===== config.mk =====
export PLATFORM = sky130hd
export DESIGN_NAME = rr_encoder_mux
export DESIGN_NICKNAME = d
export VERILOG_FILES = /design/src/rtl/rr_encoder_mux.sv
export SDC_FILE = /design/constraint.sdc
export NUM_CORES = 1
export LEC_CHECK = 0
export CAP_MARGIN = 20
export CORE_MARGIN = 5
export CORE_UTILIZATION = 43
export DETAILED_ROUTE_END_ITERATION = 8
export PLACE_DENSITY_LB_ADDON = 0.3
export SKIP_LAST_GASP = 1
export SLEW_MARGIN = 15
export SYNTH_ARGS = -nofsm -noshare
export SYNTH_HDL_FRONTEND = slang
export SYNTH_SLANG_ARGS = --single-unit

===== constraint.sdc =====
create_clock -name clk -period 3.05 [get_ports clk]
set_input_delay 0.4575 -clock clk [delete_from_list [all_inputs] [get_ports clk]]
set_output_delay 0.4575 -clock clk [all_outputs]
set_load 0.05 [all_outputs]

===== src/rtl/rr_encoder_mux.sv =====
// Round-robin collector: arbitrates four requesting channels, registers the
// winner's index and data, and presents them on a valid/ready output port.
module rr_encoder_mux #(
    parameter int unsigned DW = 8,
    parameter int unsigned CW = 8
) (
    input  logic          clk,
    input  logic          rst_n,
    input  logic [3:0]    req,
    input  logic [DW-1:0] din0,
    input  logic [DW-1:0] din1,
    input  logic [DW-1:0] din2,
    input  logic [DW-1:0] din3,
    input  logic          out_ready,
    output logic          out_valid,
    output logic [1:0]    out_sel,
    output logic [DW-1:0] out_data,
    output logic [3:0]    ack,
    output logic          busy,
    output logic [CW-1:0] xfer_cnt
);

    typedef enum logic {
        IDLE,
        HOLD
    } state_e;

    state_e        state_q, state_d;
    logic [1:0]    sel_q,   sel_d;
    logic [DW-1:0] data_q,  data_d;
    logic [3:0]    ack_q,   ack_d;
    logic [CW-1:0] cnt_q,   cnt_d;
    logic [1:0]    ptr_q,   ptr_d;

    logic          accept;
    logic [3:0]    mask;
    logic [3:0]    elig;
    logic [1:0]    win;
    logic [1:0]    idx;
    logic          found;
    logic          load;
    logic [DW-1:0] win_data;

    // The word being accepted is masked so its channel cannot be re-granted
    // on the same edge it is acknowledged.
    assign accept = (state_q == HOLD) && out_ready;
    assign mask   = accept ? (4'b0001 << sel_q) : '0;
    assign elig   = req & ~mask;

    always_comb begin
        win   = ptr_q;
        found = 1'b0;
        idx   = '0;
        for (int unsigned i = 0; i < 4; i++) begin
            idx = ptr_q + 2'(i);
            if (!found && elig[idx]) begin
                win   = idx;
                found = 1'b1;
            end
        end
    end

    always_comb begin
        unique case (win)
            2'd0:    win_data = din0;
            2'd1:    win_data = din1;
            2'd2:    win_data = din2;
            default: win_data = din3;
        endcase
    end

    // A new word is captured from IDLE, or on the accept edge in HOLD.
    assign load = found && ((state_q == IDLE) || accept);

    // State register
    always_ff @(posedge clk or negedge rst_n) begin
        if (!rst_n) begin
            state_q <= IDLE;
        end else begin
            state_q <= state_d;
        end
    end

    // Next-state logic
    always_comb begin
        state_d = state_q;
        unique case (state_q)
            IDLE: begin
                if (found) begin
                    state_d = HOLD;
                end
            end
            HOLD: begin
                if (accept && !found) begin
                    state_d = IDLE;
                end
            end
            default: state_d = IDLE;
        endcase
    end

    always_comb begin
        sel_d  = sel_q;
        data_d = data_q;
        ack_d  = '0;
        cnt_d  = cnt_q;
        ptr_d  = ptr_q;
        if (load) begin
            sel_d  = win;
            data_d = win_data;
        end
        if (accept) begin
            ack_d = 4'b0001 << sel_q;
            cnt_d = cnt_q + CW'(1);
            ptr_d = sel_q + 2'd1;
        end
    end

    always_ff @(posedge clk or negedge rst_n) begin
        if (!rst_n) begin
            sel_q  <= '0;
            data_q <= '0;
            ack_q  <= '0;
            cnt_q  <= '0;
            ptr_q  <= '0;
        end else begin
            sel_q  <= sel_d;
            data_q <= data_d;
            ack_q  <= ack_d;
            cnt_q  <= cnt_d;
            ptr_q  <= ptr_d;
        end
    end

    // Output logic: decoded only from registered state
    always_comb begin
        out_valid = (state_q == HOLD);
        busy      = (state_q == HOLD);
        out_sel   = sel_q;
        out_data  = data_q;
        ack       = ack_q;
        xfer_cnt  = cnt_q;
    end

endmodule


Word level (Yosys, flattened, before mapping)
Cells that the tools add are included.

Register bits: 25. Logic and storage cells: 53.

$add $sub $neg: 5. Magnitude comparators: 4. Equality and inequality tests: 2. Shift operators: 1. Muxes and demuxes: 20. Bitwise gates (word level): 3. Reduce and logical (&&, ||, !) cells: 12.

Operator list (number): 8-bit case mux with 3 select lines (1); 2-bit by 3-bit less-than comparator with 1-bit output, second input constant (4); 1-bit two-way mux (10); 8-bit by 1-bit adder with 8-bit output, second input constant (1); 1-bit binary-select mux with 2-bit select (4); 1-bit logical AND (6); 2-bit two-way mux (3); 2-bit by 1-bit adder with 2-bit output, second input constant (2); 2-bit adder, second input constant (2); 4-bit bitwise AND (1); 1-bit logical NOT (4); 4-bit two-way mux (1); 4-bit NOT (1); 1-bit by 2-bit << shifter with 4-bit output, first input constant (1); 2-bit by 1-bit equality test with 1-bit output, second input constant (1); 2-bit equality test, second input constant (1); 2-bit logical NOT (1); 1-bit case mux with 2 select lines (1); 1-bit logical OR (1); 1-bit NOT (1).

Logic depth before layout (Yosys ltp)
Word-level depth: 20. Gate-level depth with buffers: 9.

Worst setup path after synthesis
OpenSTA, ideal clock, no wires.

Kind: register to register. Start: reg sel_q[1] (netlist: out_sel[1]). End: reg data_q[0] (netlist: out_data[0]). Setup time: 0.120 ns. Arrival: 2.497 ns. Path slack: 0.432 ns. Cell stages (with the launch flop): 10. Buffers on the path: 1. Cells stage by stage: dfrtp_1 inv_1 ha_1 nand2b_1 a32oi_2 o221ai_2 or2_1 buf_6 a211o_1 a41o_1.

Word-level cells in the longest chain between the ends: 18. Elaborated cells between the ends (all ways): 30.

Ends and longest elaborated chain: start, declared (RTL line 29) `logic [1:0] sel_q, sel_d;`; start signal, assigned (RTL line 127) `sel_q <= sel_d;`; 1-bit by 2-bit << shifter with 4-bit output * (RTL line 47) `assign mask = accept ? (4'b0001 << sel_q) : '0;`; 4-bit two-way mux * (RTL line 47); 4-bit NOT * (RTL line 48) `assign elig = req & ~mask;`; 4-bit bitwise AND * (RTL line 48); 1-bit binary-select mux with 2-bit select (RTL line 56) `if (!found && elig[idx]) begin`; 1-bit two-way mux (not written as such) (RTL line 56); 1-bit two-way mux (RTL line 56); 1-bit logical NOT (RTL line 56); [... 2 more ...]; 1-bit logical NOT (RTL line 56); 1-bit logical AND (RTL line 56); 1-bit two-way mux (RTL line 56); 1-bit logical NOT (RTL line 56); 1-bit logical AND (RTL line 56); 2-bit two-way mux (RTL line 56); 2-bit equality test, or another cell as far along (RTL line 64) `unique case (win)`; 8-bit case mux with 3 select lines (RTL line 64); end signal, assigned (RTL line 128) `data_q <= data_d;`; end, declared (RTL line 30) `logic [DW-1:0] data_q, data_d;`.

Mark *: on every way between the ends. The rest lies on a longest branch, timed or not. The select of a mux whose other input is x is not followed. A chain may end at the register's enable or synchronous reset.

Worst setup path in the final report
Start: in out_ready. End: reg data_q[0] (netlist: out_data[0]).

Word-level cells in the longest chain between the ends: 18. Elaborated cells between the ends (all ways): 31.

Ends and longest elaborated chain: start, declared (RTL line 14) `input logic out_ready,`; 1-bit logical AND * (RTL line 46) `assign accept = (state_q == HOLD) && out_ready;`; 4-bit two-way mux *; via ack_d[3] (RTL line 31) `logic [3:0] ack_q, ack_d;`; 4-bit NOT * (RTL line 48); 4-bit bitwise AND * (RTL line 48); 1-bit binary-select mux with 2-bit select (RTL line 56); 1-bit two-way mux (not written as such) (RTL line 56); 1-bit two-way mux (RTL line 56); [... 3 more ...]; 1-bit logical NOT (RTL line 56); 1-bit logical AND (RTL line 56); 1-bit two-way mux (RTL line 56); 1-bit logical NOT (RTL line 56); 1-bit logical AND (RTL line 56); 2-bit two-way mux (RTL line 56); 2-bit equality test, or another cell as far along (RTL line 64); 8-bit case mux with 3 select lines (RTL line 64).

Mark *: on every way through the listed nets, which the timed path passes. The rest lies on a longest branch. The select of a mux whose other input is x is not followed.

==> summary.txt <==
Run status
  • Status: finished clean

Drt
  • Avg WL per Cell: 17.4 um
  • Number of vias after detailed routing: 1524
  • Violation count after the first detailed-route iteration: 117
  • DRC Markers: 0
  • Sum of routed wire length over all layers: 4.69 mm
  • Number of vias per cell: 5.67
  • Number of nets with antenna violations after routing: 0
  • Detailed-routing iteration count for the pre-antenna-repair pass: 4

Pwr
  • Worst VDD drop: 0.000574 V
  • Switching share of total power: 49.9%
  • Overall power of the completed layout: 0.00223 W
  • Static leakage: 0.995 nW
  • Fraction of power consumed by combinational cells: 63.9%
  • Flop pwr share: 26.7%
  • Power per unit of standard cell area: 974 nW/um^2
  • Net Sw Power: 0.00111 W
  • Portion of total power attributed to the clock network: 9.3%
  • Design internal power: 0.00112 W

Clock network
  • Max Root-Sink Buffers: 2
  • Number of gates resized after CTS: 0
  • CTS Buf Count: 3
  • H-tree levels: 1
  • Post-CTS repair timing setup buffer count: 0
  • Number of clock sinks seen by CTS: 25
  • Clk root buf: clkbuf_8
  • Number of hold buffers added after cts: 0
  • CTS clk-pin slew, worst paths: 100 ps
  • Clock latency at the later pin of the worst-skew pair: 280 ps
  • Clock tree from TritonCTS: yes

Setup path
  • Data required time at the worst endpoint: 3210 ps
  • Series of cell instances along the critical path: clkdlybuf4s50_1 > nand3_2 > inv_2 > o211ai_1 > a21oi_2 > o211ai_2 > o22a_1 > a41o_1
  • Reg2reg setup slack: 630 ps
  • Signal arrival time at the worst endpoint: 2720 ps
  • Worst path slowest cell: clkdlybuf4s50_1
  • Type of element capturing the critical path: flop
  • Worst setup path startpoint: out_ready
  • Endpoint of the most critical setup path: out_data[0]
  • Stage delay of the slowest cell on the critical path: 660 ps
  • Worst Path Max Fanout: 10
  • Capture point of the worst reg-to-reg path: out_data[0]
  • Type of the worst setup path: input pin to flop
  • Source of the worst register-to-register timing path: out_sel[1]
  • Startpoint type of the worst setup path: input pin
  • Depth of the worst register-to-register path: 8

Die
  • Initial core utilization: 44.0%
  • Area enclosed by the die boundary: 5010 sq um
  • Core region area: 3610 sq um
  • Boundary Pins: 63
  • X dimension of the die: 70.8 um
  • Standard-cell row count: 22
  • Die Height: 70.8 um

Timing
  • Final Hold Fails: 0
  • Final min period: 2560 ps
  • Final total negative setup slack: 0 ps
  • RSZ-0062 raised after global routing: false
  • Final Max Tran Viols: 0
  • Worst-case clock skew: 7.84 ps
  • Slew at the pin with the worst max-slew slack: 521 ps
  • Share of the clock period used by the worst path: 83.9%
  • Endpoints failing setup: 0
  • Maximum clock frequency: 0.391 GHz
  • Max-slew headroom: 65.1%
  • Worst hold slack after final layout: 484 ps

GRT
  • Remaining global-route overflow: 0
  • Initial antenna violation count: 0
  • Number of global-route vias before repair: 1631
  • First-pass GRT wire length: 7.95 mm
  • Total global-route track usage: 19.6%
  • Maximum number of pins on one net before global-route repair: 26

Cells and area
  • Area Overhead vs Synth: 44.3%
  • Diode insertion count for antenna repair: 0
  • Fillers: 307
  • Ratio of cells with drive above 1 in the final layout: 7.69%
  • Area occupied by multi-input gates: 872 sq um
  • Area of all sequential standard cells: 626 sq um
  • Count of nets after finishing: 266

Synthesis
  • Average cell area after synthesis: 9.99 sq um
  • Cell area after synthesis: 1590 sq um
  • Number of instances in the synthesized netlist: 159
  • Unique cell type count in the Yosys netlist: 40
  • Part of the Yosys area used for sequential elements: 39.4%
  • Warning count from the yosys run: 0
  • Cell types with the largest area share after synthesis: dfrtp_1 (39%), a41o_1 (5.0%), a211o_1 (4.4%)
  • Share of the synthesized area in the top cell type: 39.4%
  • Cell type with the highest aggregate area in the netlist: dfrtp_1
  • Mapped Nets: 203
  • Post-synthesis register bit count: 25

Place
  • Port Buffer Count: 62
  • Weighted congestion reported at the end of routability-driven placement: 0.895
  • DPL Wire Length: 3.60 mm

Worst hold path
  • Classification of the worst-slack hold path: flop to flop

Flow run
  • Maxcap violations: 0
## per-stage QoR
step                      util (%)  worst slack (ps)  instances  area [sq um]
after floorplan                  -               432        159          1590
after detailed placement      62.2               260        265          2240
after CTS                     63.5               546        269          2290
after global routing          63.5               330        269          2290
after global placement        62.2               320        265          2240
final                         63.5               492        269          2290
## per-layer routing
layer | vias up | part of all wire, % | wire [um] | global-route usage [%]
li1 | 724 | - | - | -
met1 | 742 | 44 | 2050 | 26.0
met2 | 53 | 50 | 2330 | 32.5
met3 | 5 | 5.5 | 257 | 3.98
met4 | 0 | 0.98 | 46 | 5.22
met5 | - | 0 | 0 | 0
## power groups by stage
stage	Clock, W	Sequential, W	Combinational (W)
after global placement	0	0.000592	0.00140
after global routing	0.000228	0.000618	0.00153
after floorplan	0	0.000995	0.000570
final	0.000208	0.000597	0.00143
after CTS	0.000213	0.000595	0.00143
after detailed placement	0	0.000596	0.00142
## cell type report
cell class	instances	area share, %
clock buffer	3	1.80
clock inverter	1	0.328
inverter	9	1.47
multi-input combinational	117	38.1
sequential	25	27.3
tap	48	2.62
timing repair buffer	66	28.4
## worst min path at each step
stage / startpoint / end / slack [ps] / depth (start not counted)
after global placement: xfer_cnt[7] / xfer_cnt[7] / 460 / 1
after CTS: xfer_cnt[7] / xfer_cnt[7] / 480 / 1
after floorplan: rst_n / ack[0] / 160 / 0
final: xfer_cnt[7] / xfer_cnt[7] / 480 / 1
after global routing: xfer_cnt[7] / xfer_cnt[7] / 500 / 1
after detailed placement: xfer_cnt[7] / xfer_cnt[7] / 470 / 1
## state kept, by name, summed over array words and instances, names as in the netlist
| register | count |
|---|---|
| ack | 4 |
| busy | 1 |
| out_data | 8 |
| out_sel | 2 |
| ptr_q | 2 |
| xfer_cnt | 8 |
## worst max-delay path: cells and delay by family
kind | cells | cell delay, ps
AND/OR/NAND/NOR | 1 | 150
AO/OA/AOI/OAI | 5 | 1330
buffers and inverters | 2 | 780
## cell families after synthesis
family          after synthesis  share of synthesized area, %
flops                        25                          39.4
mux                           1                         0.709
buf+inv                      17                          5.67
simple gates                 58                          20.7
xor+xnor                      7                          3.86
fa+ha+maj                     5                          3.94
compound gates               46                          25.7
## cell usage after synthesis
cell type  instances
mux2_2             1
a22oi_1            2
xnor2_1            5
o2111ai_1          2
nor3b_1            8
a32oi_2            1
nand3b_1           1
nand3_1            3
dfrtp_1           25
a41o_1             8
buf_6              3
clkbuf_1           3
a221o_1            1
nor3_1             1
xor2_1             2
o22a_1             8
a21oi_2            1
or2_1              1
nand2_1           17
buf_1              1
o221ai_2           1
ha_1               5
nor2b_1            1
o2bb2ai_2          1
nand2b_1           5
nand3_2            2
and3_1             2
o211ai_2           1
o2bb2ai_1          1
inv_1              8
buf_4              1
o21ai_0            5
a311oi_1           1
o211ai_1           3
a31oi_1            2
and2_1            11
nor2_1             2
a211o_1            8
inv_2              1
nand4_1            4
## placed cells by master, fill, tap and decap left out, types with 3 or more instances in the layout
cell and instances:
xnor2_1 5, nand3_1 3, and2_1 11, o22a_1 8
inv_1 8, a41o_1 8, a211o_1 8, nand2_1 17
nor3b_1 8, clkbuf_8 3, nand4_1 4, o211ai_1 3
o21ai_0 5, ha_1 5, nand2b_1 5, clkdlybuf4s50_1 62
dfrtp_1 25, buf_4 4
No activity file was read; power rests on OpenSTA's default activity.
